File: config.mk
export PLATFORM = sky130hd
export DESIGN_NAME = jump_motion_ctrl_flat
export DESIGN_NICKNAME = d
export VERILOG_FILES = /design/src/rtl/jump_motion_if.sv /design/src/rtl/jump_motion_ctrl.sv /design/src/flat_wrapper.sv
export SDC_FILE = /design/constraint.sdc
export NUM_CORES = 1
export LEC_CHECK = 0
export BUFFER_PORTS_ARGS = -buffer_cell sky130_fd_sc_hd__clkbuf_2
export CORE_MARGIN = 1
export CORE_UTILIZATION = 50
export DETAILED_ROUTE_END_ITERATION = 10
export PLACE_DENSITY = 0.7
export SYNTH_ARGS = -nofsm -noshare
export SYNTH_HDL_FRONTEND = slang
export SYNTH_SLANG_ARGS = --single-unit
File: constraint.sdc
create_clock -name Clk -period 4 [get_ports Clk]
set_input_delay 0.6 -clock Clk [delete_from_list [all_inputs] [get_ports Clk]]
set_output_delay 0.6 -clock Clk [all_outputs]
set_load 0.02 [all_outputs]
File: src/rtl/jump_motion_if.sv
// Handshake bundle between collision/key decode, the jump sequencer, and sprite draw logic.
interface jump_motion_if;
  logic       frame_tick;
  logic       jump_key;
  logic       solid_below;
  logic       solid_above;
  logic       stomp;
  logic       freeze;
  logic [9:0] Y_Pos;
  logic [7:0] Y_Velocity;
  logic       airborne;
  logic [1:0] state;

  modport master (
    output frame_tick, jump_key, solid_below, solid_above, stomp, freeze,
    input  Y_Pos, Y_Velocity, airborne, state
  );
  modport slave (
    input  frame_tick, jump_key, solid_below, solid_above, stomp, freeze,
    output Y_Pos, Y_Velocity, airborne, state
  );
endinterface

File: src/rtl/jump_motion_ctrl.sv
// Per-frame vertical motion sequencer: ground/rise/bump/fall FSM with variable-height jump,
// head bump, stomp rebound and ledge walk-off; integrates signed velocity into Y.
module jump_motion_ctrl #(
  parameter int JUMP_V0      = 10,
  parameter int GRAVITY      = 1,
  parameter int RELEASE_GRAV = 3,
  parameter int HOLD_MAX     = 14,
  parameter int MAX_FALL     = 6,
  parameter int BOUNCE_V0    = 6,
  parameter int FLOOR_Y      = 400,
  parameter int Y_INIT       = 400
) (
  input logic          Clk,
  input logic          Reset,
  jump_motion_if.slave bus
);
  localparam int HW = $clog2(HOLD_MAX + 1);

  localparam logic [7:0]    V0_N    = 8'(-JUMP_V0);
  localparam logic [7:0]    BNC_N   = 8'(-BOUNCE_V0);
  localparam logic [7:0]    GRAV8   = 8'(GRAVITY);
  localparam logic [7:0]    RGRAV8  = 8'(RELEASE_GRAV);
  localparam logic [7:0]    MAX8    = 8'(MAX_FALL);
  localparam logic [8:0]    MAX9    = 9'(MAX_FALL);
  localparam logic [9:0]    FLOOR10 = 10'(FLOOR_Y);
  localparam logic [10:0]   FLOOR11 = 11'(FLOOR_Y);
  localparam logic [9:0]    YINIT10 = 10'(Y_INIT);
  localparam logic [HW-1:0] HOLD_L  = HW'(HOLD_MAX);

  typedef enum logic [1:0] {GROUND = 2'd0, RISE = 2'd1, FALL = 2'd2, BUMP = 2'd3} st_t;

  st_t          st;
  logic         air;
  logic [9:0]   y;
  logic [7:0]   vel;
  logic [HW-1:0] hold_cnt;
  logic         stomp_pend;
  logic         key_prev;

  logic         jump_req, stomp_seen, land;
  logic [10:0]  sum;
  logic [9:0]   y_sum;
  logic [7:0]   g, rise_vel, fall_vel;
  logic [8:0]   nv, fv;

  // Velocity math is done one bit wider so the sign of the result is never lost.
  always_comb begin
    jump_req   = bus.jump_key & ~key_prev;
    stomp_seen = stomp_pend | bus.stomp;
    sum        = {1'b0, y} + {{3{vel[7]}}, vel};
    y_sum      = sum[10] ? 10'd0 : sum[9:0];
    land       = !sum[10] && (sum >= FLOOR11);
    g          = (bus.jump_key && hold_cnt < HOLD_L) ? GRAV8 : RGRAV8;
    nv         = {vel[7], vel} + {1'b0, g};
    fv         = {vel[7], vel} + {1'b0, GRAV8};
    rise_vel   = (!nv[8] && nv > MAX9) ? MAX8 : nv[7:0];
    fall_vel   = (!fv[8] && fv > MAX9) ? MAX8 : fv[7:0];
  end

  always_ff @(posedge Clk) begin
    if (Reset) begin
      st         <= GROUND;
      air        <= 1'b0;
      y          <= YINIT10;
      vel        <= '0;
      hold_cnt   <= '0;
      stomp_pend <= 1'b0;
      key_prev   <= 1'b1;
    end else begin
      if (bus.frame_tick) key_prev <= bus.jump_key;
      if (bus.frame_tick && !bus.freeze) begin
        stomp_pend <= 1'b0;
        case (st)
          GROUND: begin
            if (jump_req) begin
              st <= RISE; air <= 1'b1; vel <= V0_N; hold_cnt <= '0;
            end else if (!bus.solid_below && y < FLOOR10) begin
              st <= FALL; air <= 1'b1; vel <= GRAV8;
            end else begin
              vel <= '0;
            end
          end
          RISE: begin
            if (stomp_seen) begin
              vel <= BNC_N; hold_cnt <= bus.jump_key ? '0 : HOLD_L;
            end else if (bus.solid_above) begin
              st <= BUMP; vel <= '0;
            end else begin
              y <= y_sum;
              if (hold_cnt < HOLD_L) hold_cnt <= hold_cnt + 1'b1;
              vel <= rise_vel;
              if (!nv[8]) st <= FALL;
            end
          end
          BUMP: begin
            st <= FALL; vel <= GRAV8;
          end
          FALL: begin
            if (stomp_seen) begin
              st <= RISE; vel <= BNC_N; hold_cnt <= bus.jump_key ? '0 : HOLD_L;
            end else if (land) begin
              st <= GROUND; air <= 1'b0; y <= FLOOR10; vel <= '0;
            end else if (bus.solid_below && !vel[7]) begin
              // Collision unit owns the snap to the tile top; only motion stops here.
              st <= GROUND; air <= 1'b0; vel <= '0;
            end else begin
              y <= y_sum; vel <= fall_vel;
            end
          end
        endcase
      end else if (bus.stomp) begin
        stomp_pend <= 1'b1;
      end
    end
  end

  assign bus.Y_Pos      = y;
  assign bus.Y_Velocity = vel;
  assign bus.airborne   = air;
  assign bus.state      = st;
endmodule

File: src/flat_wrapper.sv
// flat-port wrapper written by rule: the top's interface ports become plain ports
module jump_motion_ctrl_flat 
#(
  parameter int JUMP_V0      = 10,
  parameter int GRAVITY      = 1,
  parameter int RELEASE_GRAV = 3,
  parameter int HOLD_MAX     = 14,
  parameter int MAX_FALL     = 6,
  parameter int BOUNCE_V0    = 6,
  parameter int FLOOR_Y      = 400,
  parameter int Y_INIT       = 400
)
  (Clk, Reset, bus_frame_tick, bus_jump_key, bus_solid_below, bus_solid_above, bus_stomp, bus_freeze, bus_Y_Pos, bus_Y_Velocity, bus_airborne, bus_state);
  jump_motion_if bus_i ();
  input logic Clk;
  input logic Reset;
  input wire logic [$bits(bus_i.frame_tick)-1:0] bus_frame_tick;
  input wire logic [$bits(bus_i.jump_key)-1:0] bus_jump_key;
  input wire logic [$bits(bus_i.solid_below)-1:0] bus_solid_below;
  input wire logic [$bits(bus_i.solid_above)-1:0] bus_solid_above;
  input wire logic [$bits(bus_i.stomp)-1:0] bus_stomp;
  input wire logic [$bits(bus_i.freeze)-1:0] bus_freeze;
  output wire logic [$bits(bus_i.Y_Pos)-1:0] bus_Y_Pos;
  output wire logic [$bits(bus_i.Y_Velocity)-1:0] bus_Y_Velocity;
  output wire logic [$bits(bus_i.airborne)-1:0] bus_airborne;
  output wire logic [$bits(bus_i.state)-1:0] bus_state;
  assign bus_i.frame_tick = bus_frame_tick;
  assign bus_i.jump_key = bus_jump_key;
  assign bus_i.solid_below = bus_solid_below;
  assign bus_i.solid_above = bus_solid_above;
  assign bus_i.stomp = bus_stomp;
  assign bus_i.freeze = bus_freeze;
  assign bus_Y_Pos = bus_i.Y_Pos;
  assign bus_Y_Velocity = bus_i.Y_Velocity;
  assign bus_airborne = bus_i.airborne;
  assign bus_state = bus_i.state;
  jump_motion_ctrl #(.JUMP_V0(JUMP_V0), .GRAVITY(GRAVITY), .RELEASE_GRAV(RELEASE_GRAV), .HOLD_MAX(HOLD_MAX), .MAX_FALL(MAX_FALL), .BOUNCE_V0(BOUNCE_V0), .FLOOR_Y(FLOOR_Y), .Y_INIT(Y_INIT)) u_core (.Clk(Clk), .Reset(Reset), .bus(bus_i));
endmodule
Word-level counts from Yosys, hierarchy flattened
Cells that the tools add are included.
Word-level totals
  register bits after elaboration: 27
  input port bits: 8
Operators by class
  add/subtract/negate cells: 4
  order comparisons: 5
  equal/unequal tests: 15
  muxes and demuxes: 40
  bitwise operators: 3
  reduce and logical (&&, ||, !) cells: 22
Operators with widths (count)
  two-way mux 8 bit: 8
  two-way mux 10 bit: 6
  case mux 8 bit (4 select lines): 1
  two-way mux 4 bit: 6
  case mux 10 bit (2 select lines): 1
  > comparator 9 x 3 -> 1 bit, second input constant: 2
  two-way mux 2 bit: 9
  case mux 4 bit (3 select lines): 1
  AND reduction 6 bit: 2
  adder 10 x 11 -> 11 bit: 1
  greater-or-equal comparator 11 x 9 -> 1 bit, second input constant: 1
  less-than comparator 10 x 9 -> 1 bit, second input constant: 1
  AND reduction 5 bit: 2
  adder 8 x 2 -> 9 bit, second input constant: 1
  adder 9 x 2 -> 9 bit: 1
  != test 3 x 1 -> 1 bit, second input constant: 3
  case mux 2 bit (4 select lines): 1
  logical AND 1 bit: 7
  zero test 1 bit: 6
  two-way mux 1 bit: 6
  != test 2 bit, second input constant: 3
  != test 3 x 2 -> 1 bit, second input constant: 2
  adder 4 x 1 -> 4 bit, second input constant: 1
  equality test 2 bit, second input constant: 2
  13 further kinds: 15

Depth between registers and ports, before layout
Gate-level depths: netlist (run 1).
  depth in word-level cells: 10
  mapped depth: 13

Worst setup path before layout (run 1)
No wires, ideal clock.
  kind: reg2reg
  start point: register u_core.vel[0], in the netlist u_core.bus.Y_Velocity[0]
  end point: register u_core.y[4], in the netlist u_core.bus.Y_Pos[4]
  arrival time: 2842 ps
  path slack: 1036 ps
  stages on the path, launching flop included: 11
  buffers on the path: 0
  period minus slack after synthesis: 2964 ps
  cells stage by stage: dfxtp_1 -> ha_1 -> fa_1 -> a21o_1 -> a21oi_1 -> o21a_1 -> o221ai_1 -> o311a_1 -> o21ai_4 -> a31oi_1 -> o32a_1
Between the ends
  cells in the longest elaborated chain, start to end: 6
  elaborated cells between the ends (all ways): 13
  classes of those cells: add/sub (1); order compare (1); eq/ne (1); mux (7); reduce/logical (3)
Ends and longest elaborated chain
  start, declared: RTL line jump_motion_ctrl.sv:35  | logic [7:0] vel;
  start signal, assigned: RTL line jump_motion_ctrl.sv:91  | vel <= rise_vel;
  start signal, assigned: RTL line jump_motion_ctrl.sv:107  | y <= y_sum; vel <= fall_vel;
  adder 10 x 11 -> 11 bit *: RTL line jump_motion_ctrl.sv:50  | sum = {1'b0, y} + {{3{vel[7]}}, vel};
  greater-or-equal comparator 11 x 9 -> 1 bit (tied with other cells): RTL line jump_motion_ctrl.sv:52  | land = !sum[10] && (sum >= FLOOR11);
  logical AND 1 bit or two-way mux 10 bit (tied branches): RTL line jump_motion_ctrl.sv:52, jump_motion_ctrl.sv:103
  two-way mux 10 bit: RTL line jump_motion_ctrl.sv:101  | end else if (land) begin
  two-way mux 10 bit: RTL line jump_motion_ctrl.sv:99  | if (stomp_seen) begin
  case mux 10 bit (2 select lines): RTL line jump_motion_ctrl.sv:73  | case (st)
  end signal, assigned: RTL line jump_motion_ctrl.sv:89  | y <= y_sum;
  end signal, assigned: RTL line jump_motion_ctrl.sv:107
  end, declared: RTL line jump_motion_ctrl.sv:34  | logic [9:0] y;
Every way passes the cells marked *; elsewhere a longest branch is shown, timed or not. The select of a mux whose other input is x is not followed.
A chain may end at the register's enable or synchronous reset.

Worst setup path after layout (run 1)
  start point: register u_core.vel[0], in the netlist u_core.bus.Y_Velocity[0]
  end point: register u_core.y[5], in the netlist u_core.bus.Y_Pos[5]
The elaborated chain is that of the path after synthesis.

==> results of run 1 <==
[logic make-up (layout without fill, tap and decap cells)]
| kind of cell | Yosys count | after routing | share of synthesized area (%) |
|---|---|---|---|
| simple gates | 124 | 124 | 25.4 |
| compound gates | 119 | 119 | 33.1 |
| buf+inv | 32 | 53 | 4.72 |
| flops | 27 | 27 | 20.8 |
| fa+ha+maj | 23 | 23 | 11.6 |
| xor+xnor | 13 | 13 | 4.38 |
[placed cells by master (no fill, tap or decap), types with 13 or more instances in the layout]
master and instances:
nand2_1 28, clkbuf_2 28, dfxtp_1 27, a21oi_1 23, nor2_1 20, ha_1 20
inv_1 16, o21ai_0 16, nor3_1 13
[worst paths after layout]
check	depth (start not counted)	slack (ns)	end	start
worst max-delay path	10	0.63	u_core.bus.Y_Pos[5]	u_core.bus.Y_Velocity[0]
worst min-delay path	2	0.49	u_core.hold_cnt[3]	u_core.hold_cnt[3]
worst max register to register	10	0.63	u_core.bus.Y_Pos[5]	u_core.bus.Y_Velocity[0]
worst min register to register	2	0.49	u_core.hold_cnt[3]	u_core.hold_cnt[3]
[synth_stat cells (all sizes together) (4+ instances only)]
| cell type | count |
|---|---|
| clkbuf | 14 |
| o21ai | 19 |
| nor4 | 4 |
| or3 | 6 |
| o31ai | 5 |
| nand3b | 4 |
| nor2b | 9 |
| a22o | 7 |
| a31oi | 9 |
| o21a | 6 |
| a21o | 11 |
| nand2 | 28 |
| xnor2 | 9 |
| dfxtp | 27 |
| a211oi | 4 |
| nor3 | 13 |
| nand3 | 13 |
| nor2 | 20 |
| inv | 16 |
| ha | 20 |
| nand2b | 9 |
| xor2 | 4 |
| and2 | 7 |
| and3 | 5 |
| a21oi | 24 |
[report_power, final]
group | switching, uW | internal [uW]
sequential | 10.2 | 275
clock | 101 | 71.1
combinational | 114 | 64.8
total | 225 | 411
[routing by layer]
layer | part of all wire (%) | GRT usage, % | vias up
met5 | 0 | 0 | -
met4 | 1.8 | 6.62 | 0
met3 | 4.4 | 2.44 | 11
met2 | 46 | 43.9 | 84
met1 | 48 | 37.1 | 1231
li1 | - | - | 1310
[state kept, by name, summed over array words and instances, names as in the netlist]
name / flops
u_core.bus.airborne: 1
u_core.hold_cnt: 4
u_core.bus.Y_Velocity: 8
u_core.stomp_pend: 1
u_core.key_prev: 1
u_core.bus.Y_Pos: 10
u_core.bus.state: 2
[final cells by class]
cell class	instances	area, um^2
Clock buffer	3	41.3
Multi-Input combinational cell	279	1930
Tap cell	67	83.8
Timing Repair Buffer	33	178
Fill cell	471	2000
Sequential cell	27	541
Inverter	16	60.1
Clock inverter	1	7.51
[worst reg2reg max path, delay by kind of cell, from the launching register on]
family / cells / cell delay, ns
compound gates: 8 / 2.24
fa+ha+maj: 2 / 0.65
flops: 1 / 0.38
[metrics by stage]
| stage | instance area, um^2 | hold WS (ns) | setup slack [ns] | utilization (%) | power [uW] |
|---|---|---|---|---|---|
| finish | 2850 | 0.487 | 0.633 | 58.7 | 636 |
| global route | 2850 | 0.533 | 0.313 | 58.7 | 667 |
| CTS | 2850 | 0.490 | 0.661 | 58.7 | 634 |
| detailed placement | 2800 | 0.474 | 0.674 | 57.7 | 468 |
| global placement | 2800 | 0.469 | 0.736 | 57.7 | 465 |
| floorplan | 2600 | 0.458 | 1.04 | - | 423 |
==> reports/qor.txt, run 1 <==
Hold WC Path Type -> reg2reg
vias in the first global route -> 2367
crit path capture type -> register
Clk pin slew, worst setup/hold paths -> 0.11 ns
Main synth FF type -> dfxtp_1
crit path time final -> 3.37 ns
die area -> 0.00549 mm^2
CP Launch Type -> register
drt pass-1 iters -> 4
remaining global-route overflow -> 0
Max Buffers Root-to-Sink -> 2
initial antenna violation count -> 0
Post-Syn Area per Cell -> 7.68 um^2
GRT Overall Usage -> 26.6%
Slowest cell on crit path -> a2111oi_1
initial core utilization -> 53.6%
Slew @ Worst Pin -> 0.649 ns
H-Tree Depth -> 1
most area-consuming cells after synthesis -> dfxtp_1 (21%), ha_1 (9.6%), a21oi_1 (4.4%)
via/cell ratio -> 6.19
pin count of the biggest net entering global routing -> 22
hold bufs inserted after CTS -> 0
worst vdd ir -> 0.000130 V
Power Dens Cells -> 223 mW/mm^2
sequential fraction of the synthesis area -> 20.8%
accumulated negative setup slack -> 0 ns
Final Hold Fails -> 0
syn nets -> 368
WP data required -> 4.19 ns
later-pin clock latency in the skew report -> 0.29 ns
Pleak -> 0.00115 uW
DR WL/cell -> 16.1 um
worst path arrival time -> 3.56 ns
CP max stage delay -> 0.49 ns
Pins Over Slew Limit -> 0
largest area contributor in the netlist -> dfxtp_1
CP delay by family, top -> compound AO/OA/AOI/OAI gates
core area -> 0.00485 mm^2
ys async rst share -> 0%
FP Rows -> 25
#FFs+latches synth -> 27
status -> finished clean
# IOs -> 29
post-CTS setup buffer count -> 0
RSZ-0062 raised after global routing -> no
post-DP HPWL -> 5300 um
Synth warnings -> 0
# nets final -> 390
iteration-0 DRC count of the detailed router -> 130
GPL Wtd Cong -> 0.924
CTS tree -> built
number of flops mapped to enable cells by yosys -> 0
Synth top area share -> 20.8%
Final Setup Violations -> 0
# resized after CTS -> 0
# diodes -> 0
relative slew slack -> 56.3%
Die Span Y -> 74.1 um
DRC Markers -> 0
layout cells sized above 1 -> 13.6%
total CTS buffers -> 3
final antenna-violating net count -> 0
crit-path cells -> ha_1, fa_1, a21o_1, a31oi_1, a21oi_1, a2111oi_1, o311a_1, o21a_1, o21ai_1, a22o_1
clk_skew -> 0.0138 ns
CP Buf/Inv Count -> 0
Vias -> 2636
port bufs -> 28
Die X -> 74.1 um
Root Driver -> clkbuf_8
kind of critical path -> reg2reg
CP Max Fanout -> 6
Peak Freq -> 0.297 GHz
maxcap violations -> 0
ratio of final minimum period to clock period -> 84.2%
area grow syn2layout -> 9.54%
Post-Syn Instances -> 338
Finished Layout Cells -> 426
DP Cell Count -> 422
final wirelength -> 6870 um
clk sink count -> 27
Syn Std Cell Area -> 0.00260 mm^2
synth unique cells -> 60
first-pass GRT wire length -> 11300 um
Power figures use the tool's default switching activity.
==> run 2, diff against run 1 <==
- PLACE_DENSITY: 0.7 -> 0.73
- clock period: 4 -> 3 ns (I/O delays scaled with it)
==> run 2 against run 1 <==
  * First-iteration DRC count up 11%
  * Clock power up 26%
  * Count of clock-buffer cells in the layout stayed put
  * Register-to-register slack worse by 0.58 ns
  * Maximum frequency grew 14%
  * Worst hold slack worse by 0.065 ns
  * Clock skew down 0.0073 ns
  * Via count up 5.5%
  * Sequential share of layout area decreased by 1.1 points
  * Sequential cell count stayed put
  * Utilization up 3.6 points
  * Combinational power is 56% higher
==> reports/qor.txt, run 2 (synthesis results as in run 1) <==
clk sink count -> 27 (unchanged)
Max Buffers Root-to-Sink -> 2 (unchanged)
total power -> 869 uW (+37%)
crit-path cells -> ha_1, fa_2, a21o_1, a31oi_2, a21oi_1, a2111oi_2, o311a_1, o21ai_4, buf_4, a41oi_1, o22ai_1
Clk pin slew, worst setup/hold paths -> 0.10 ns (about the same)
DRC Markers -> 0 (unchanged)
iteration-0 DRC count of the detailed router -> 144 (+11%)
Final Hold Fails -> 0 (unchanged)
relative slew slack -> 55.8% (-0.47 points)
hold path start -> bus_jump_key
CP delay by family, top -> compound AO/OA/AOI/OAI gates
sequential power share -> 43.1% (-1.8 points)
Pleak -> 0.00123 uW (+6.9%)
core area -> 0.00485 mm^2 (unchanged)
ratio of final minimum period to clock period -> 98.3% (+14 points)
accumulated negative setup slack -> 0 ns (unchanged)
CP startpoint -> u_core.bus.Y_Velocity[0]
Power Dens Cells -> 288 mW/mm^2 (+29%)
FP Rows -> 25 (unchanged)
die area -> 0.00549 mm^2 (unchanged)
CP Buf/Inv Count -> 1 (+1)
internal power -> 567 uW (+38%)
Peak Freq -> 0.339 GHz (+14%)
Sw Pwr -> 302 uW (+34%)
via/cell ratio -> 6.29 (+1.7%)
CP Max Fanout -> 8 (+2)
final wirelength -> 7430 um (+8.2%)
Slew @ Worst Pin -> 0.661 ns (+0.0125 ns)
Clock power frac -> 24.9% (-2.1 points)
layout cells sized above 1 -> 20.0% (+6.4 points)
Hold WC Path Type -> in2reg
# IOs -> 29 (unchanged)
GPL Wtd Cong -> 0.967 (+4.7%)
CP Launch Type -> register
GRT Overall Usage -> 27.3% (+0.76 points)
area grow syn2layout -> 16.3%
Pins Over Slew Limit -> 0 (unchanged)
port bufs -> 28 (unchanged)
pin count of the biggest net entering global routing -> 22 (unchanged)
CP max stage delay -> 0.38 ns (-0.11 ns)
DR WL/cell -> 16.8 um (+4.2%)
Slowest cell on crit path -> a2111oi_2
Root Driver -> clkbuf_8
Vias -> 2781 (+5.5%)
Worst R2R Start -> u_core.bus.Y_Velocity[0]
worst path arrival time -> 3.12 ns (-0.44 ns)
Final Setup Violations -> 0 (unchanged)
vias in the first global route -> 2487 (+5.1%)
initial core utilization -> 53.6% (unchanged)
post-DP HPWL -> 5610 um (+5.8%)
drt pass-1 iters -> 5 (+1)
# diodes -> 0 (unchanged)
final antenna-violating net count -> 0 (unchanged)
total CTS buffers -> 3 (unchanged)
CTS tree -> built
first-pass GRT wire length -> 11600 um (+2.4%)
initial antenna violation count -> 0 (unchanged)
crit path time final -> 2.95 ns (-0.419 ns)
sw frac -> 34.7% (-0.62 points)
worst vdd ir -> 0.000166 V (+27%)
hold bufs inserted after CTS -> 0 (unchanged)
Die Span Y -> 74.1 um (unchanged)
Hold Slack -> 0.422 ns (-0.0646 ns)
most frequent cells in the layout -> nand2_1 (28), clkbuf_2 (28), dfxtp_1 (27)
maxcap violations -> 0 (unchanged)
later-pin clock latency in the skew report -> 0.28 ns (about the same)
Die X -> 74.1 um (unchanged)
clk_skew -> 0.00650 ns (-0.00731 ns)
fillcell total -> 444 (-5.7%)
H-Tree Depth -> 1 (unchanged)
max reg flops -> 10 (unchanged)
status -> finished clean
post-layout util -> 62.3% (+3.6 points)
kind of critical path -> reg2reg
WP data required -> 3.17 ns (-1.02 ns)
Logic pwr share -> 32.0% (+3.9 points)
# nets final -> 406 (+4.1%)
crit path capture type -> register
remaining global-route overflow -> 0 (unchanged)
-- run 2: path summary, 6_finish.rpt --
kind                                            endpoint  slack [ns]  cells past startpoint
worst max-delay path            u_core.bus.Y_Velocity[6]        0.05                     11
worst min-delay path                     u_core.key_prev        0.42                      2
worst max register to register  u_core.bus.Y_Velocity[6]        0.05                     11
worst min register to register        u_core.hold_cnt[0]        0.50                      2
-- run 2: power by group through the flow --
stage	Sequential, uW	Clock [uW]	Combinational (uW)
6_report	374	216	278
5_1_grt	376	237	301
4_1_cts	374	219	256
3_5_place_dp	383	0	253
3_3_place_gp	382	0	250
2_1_floorplan	392	0	173
-- run 2: metal layers --
layer  GRT usage [%]  vias to the layer above  routed length, um
met5               0                        -                  0
met4            8.97                        0                191
met3            3.66                       21                395
met2            47.2                      111               3610
met1            35.1                     1304               3230
li1                -                     1345                  -
-- run 2: repair_timing --
item / in CTS / in global routing
pin swaps: 1 / 6
resized for setup: 1 / 10
endpoints found under the setup margin: 3 / 15
setup buffers: 0 / 2
-- run 2: final cells by class --
type	count	area (um^2)	share of cell area [%]
multi-input combinational	279	1990	65.9
sequential	27	541	17.9
timing repair buffer	49	298	9.86
tap	67	83.8	2.78
inverter	16	60.1	1.99
clock buffer	3	41.3	1.37
clock inverter	1	7.51	0.249
-- run 2: stage by stage --
stage                     worst slack (ns)  std cells  cell area [um^2]
final                               0.0520        442              3020
after global routing               -0.0345        442              3020
after CTS                           0.0544        440              2960
after detailed placement            0.0250        436              2900
after global placement               0.136        436              2900
after floorplan                     0.0360        338              2600
==> run 3, diff against run 2 <==
- PLACE_DENSITY: 0.73 -> 0.7
- clock period: 3 -> 3.6 ns (I/O delays scaled with it)
==> run 3 against run 2 <==
  * Clock power shrank 19%
  * Routed wire length fell by 8.0%
  * Critical path depth is 2 lower
  * Cell count down 3.2%
  * Worst setup slack gained 0.37 ns
  * Utilization decreased by 3.4 points
  * Worst hold slack improved by 0.062 ns
  * Maximum frequency down 7.2%
  * Non-clock buffer count decreased by 14
  * Global-route usage is 1.2 points lower
  * Power decreased by 20%
  * Largest power group unchanged
  * Highest routed layer unchanged
==> reports/qor.txt, run 3 (synthesis results as in run 1) <==
Power Dens Cells -> 243 mW/mm^2 (-16%)
register area -> 541 um^2 (unchanged)
Hold Path Cell Cnt -> 2 (unchanged)
core area -> 0.00485 mm^2 (unchanged)
R2R Setup Slk -> 0.42 ns (+0.37 ns)
Logic pwr share -> 29.3% (-2.7 points)
footprint of the multi-input gates -> 0.00193 mm^2 (-2.8%)
later-pin clock latency in the skew report -> 0.27 ns (about the same)
total CTS buffers -> 3 (unchanged)
RSZ-0062 raised after global routing -> no
Clock power frac -> 25.3% (+0.4 points)
DRC Markers -> 0 (unchanged)
iteration-0 DRC count of the detailed router -> 144 (unchanged)
Vias -> 2632 (-5.4%)
maxcap violations -> 0 (unchanged)
worst path arrival time -> 3.34 ns (+0.22 ns)
Max Buffers Root-to-Sink -> 2 (unchanged)
kind of critical path -> reg2reg
Clk pin slew, worst setup/hold paths -> 0.09 ns (about the same)
clk sink count -> 27 (unchanged)
Final Hold Fails -> 0 (unchanged)
final antenna-violating net count -> 0 (unchanged)
# IOs -> 29 (unchanged)
port bufs -> 28 (unchanged)
drt pass-1 iters -> 4 (-1)
max reg flops -> 10 (unchanged)
Root Driver -> clkbuf_8
initial antenna violation count -> 0 (unchanged)
final wirelength -> 6830 um (-8.0%)
Worst R2R End -> u_core.bus.Y_Pos[4]
# resized after CTS -> 0 (-1)
Pleak -> 0.00116 uW (-5.5%)
Worst R2R Start -> u_core.bus.Y_Velocity[4]
Final Setup Violations -> 0 (unchanged)
DR WL/cell -> 16.0 um (-5.0%)
crit path capture type -> register
crit path time final -> 3.18 ns (+0.230 ns)
CP max stage delay -> 0.53 ns (+0.15 ns)
post-DP HPWL -> 5390 um (-3.9%)
internal power -> 458 uW (-19%)
remaining global-route overflow -> 0 (unchanged)
post-CTS setup buffer count -> 0 (unchanged)
CP Max Fanout -> 9 (+1)
worst vdd ir -> 0.000155 V (-6.4%)
placed inst area -> 0.00281 mm^2 (-3.1%)
# nets final -> 392 (-3.4%)
layout cells sized above 1 -> 13.9% (-6.1 points)
sw frac -> 33.9% (-0.84 points)
H-Tree Depth -> 1 (unchanged)
Hold Crit Endpoint -> u_core.hold_cnt[3]
die area -> 0.00549 mm^2 (unchanged)
area grow syn2layout -> 9.97%
total power -> 693 uW (-20%)
accumulated negative setup slack -> 0 ns (unchanged)
Pins Over Slew Limit -> 0 (unchanged)
Sw Pwr -> 235 uW (-22%)
Hold WC Path Type -> reg2reg
hold path start -> u_core.hold_cnt[3]
sequential power share -> 45.4% (+2.3 points)
FP Rows -> 25 (unchanged)
GPL Wtd Cong -> 0.881 (-8.9%)
hold bufs inserted after CTS -> 0 (unchanged)
WP data required -> 3.77 ns (+0.60 ns)
ratio of final minimum period to clock period -> 88.3% (-10 points)
Peak Freq -> 0.315 GHz (-7.2%)
clk_skew -> 0.00294 ns (-0.00356 ns)
post-layout util -> 58.9% (-3.4 points)
post-route cell area -> 0.00286 mm^2 (-5.4%)
first-pass GRT wire length -> 11100 um (-4.1%)
vias in the first global route -> 2349 (-5.5%)
fillcell total -> 462 (+4.1%)
initial core utilization -> 53.6% (unchanged)
status -> finished clean
CP Launch Type -> register
Die X -> 74.1 um (unchanged)
via/cell ratio -> 6.15 (-2.3%)
relative slew slack -> 59.0% (+3.1 points)
GRT Overall Usage -> 26.1% (-1.2 points)
Die Span Y -> 74.1 um (unchanged)
# diodes -> 0 (unchanged)
pin count of the biggest net entering global routing -> 22 (unchanged)
crit-path cells -> ha_1, and2_4, a221oi_4, a21oi_2, o211a_1, or3_1, o21ai_4, a31oi_1, o32a_1
CTS tree -> built
Slowest cell on crit path -> dfxtp_1
Slew @ Worst Pin -> 0.609 ns (-0.0522 ns)
most frequent cells in the layout -> nand2_1 (28), clkbuf_2 (28), dfxtp_1 (27)
Worst Reg-to-Reg Cells -> 9 (-2)
-- run 3: cell count changes in the layout (fill, tap and decap cells not counted), sizes merged --
cell and delta:
buf -14, clkinvlp -1, clkbuf +1
-- run 3: how the worst max path moves through the flow --
stage                                         from                  end  slack [ns]  cells after the start
after detailed placement  u_core.bus.Y_Velocity[4]  u_core.bus.Y_Pos[4]        0.46                      9
after floorplan           u_core.bus.Y_Velocity[0]  u_core.bus.Y_Pos[4]        0.64                     10
after global routing      u_core.bus.Y_Velocity[0]  u_core.bus.Y_Pos[8]        0.21                     10
after CTS                 u_core.bus.Y_Velocity[4]  u_core.bus.Y_Pos[4]        0.45                      9
final                     u_core.bus.Y_Velocity[4]  u_core.bus.Y_Pos[4]        0.42                      9
after global placement    u_core.bus.Y_Velocity[4]  u_core.bus.Y_Pos[8]        0.50                      9
-- run 3: area by class of cell --
cell class              instances  area share, %
clock buffers                   4           1.58
multi-input cells             279           67.7
repair buffers                 35           6.75
well taps                      67           2.93
flip-flops and latches         27           18.9
inverters                      16           2.10
-- run 3: power by group through the flow --
stage | clock [uW] | sequential (uW) | combinational [uW]
final | 175 | 315 | 203
after global routing | 189 | 316 | 226
after CTS | 182 | 315 | 200
after detailed placement | 0 | 322 | 200
after global placement | 0 | 321 | 196
after floorplan | 0 | 326 | 144
-- run 3: through the flow --
step / setup WS, ns / std cells / hold slack (ns)
2_1_floorplan: 0.636 / 338 / 0.458
3_3_place_gp: 0.501 / 424 / 0.471
3_5_place_dp: 0.462 / 424 / 0.472
4_1_cts: 0.451 / 428 / 0.487
5_1_grt: 0.206 / 428 / 0.524
6_report: 0.422 / 428 / 0.484
-- run 3: layer usage --
layer / track usage [%] / wire, um
met5: 0 / 0
met4: 7.69 / 112
met2: 43.4 / 3230
met3: 2.85 / 416
met1: 35.6 / 3080
-- run 3: worst max-delay path: cells and delay by family (launching register included) --
family | cells | cell delay (ns)
AOI/OAI and AO/OA | 6 | 1.46
and+or+nand+nor | 2 | 0.68
DFF | 1 | 0.53
adders and majority gates | 1 | 0.39
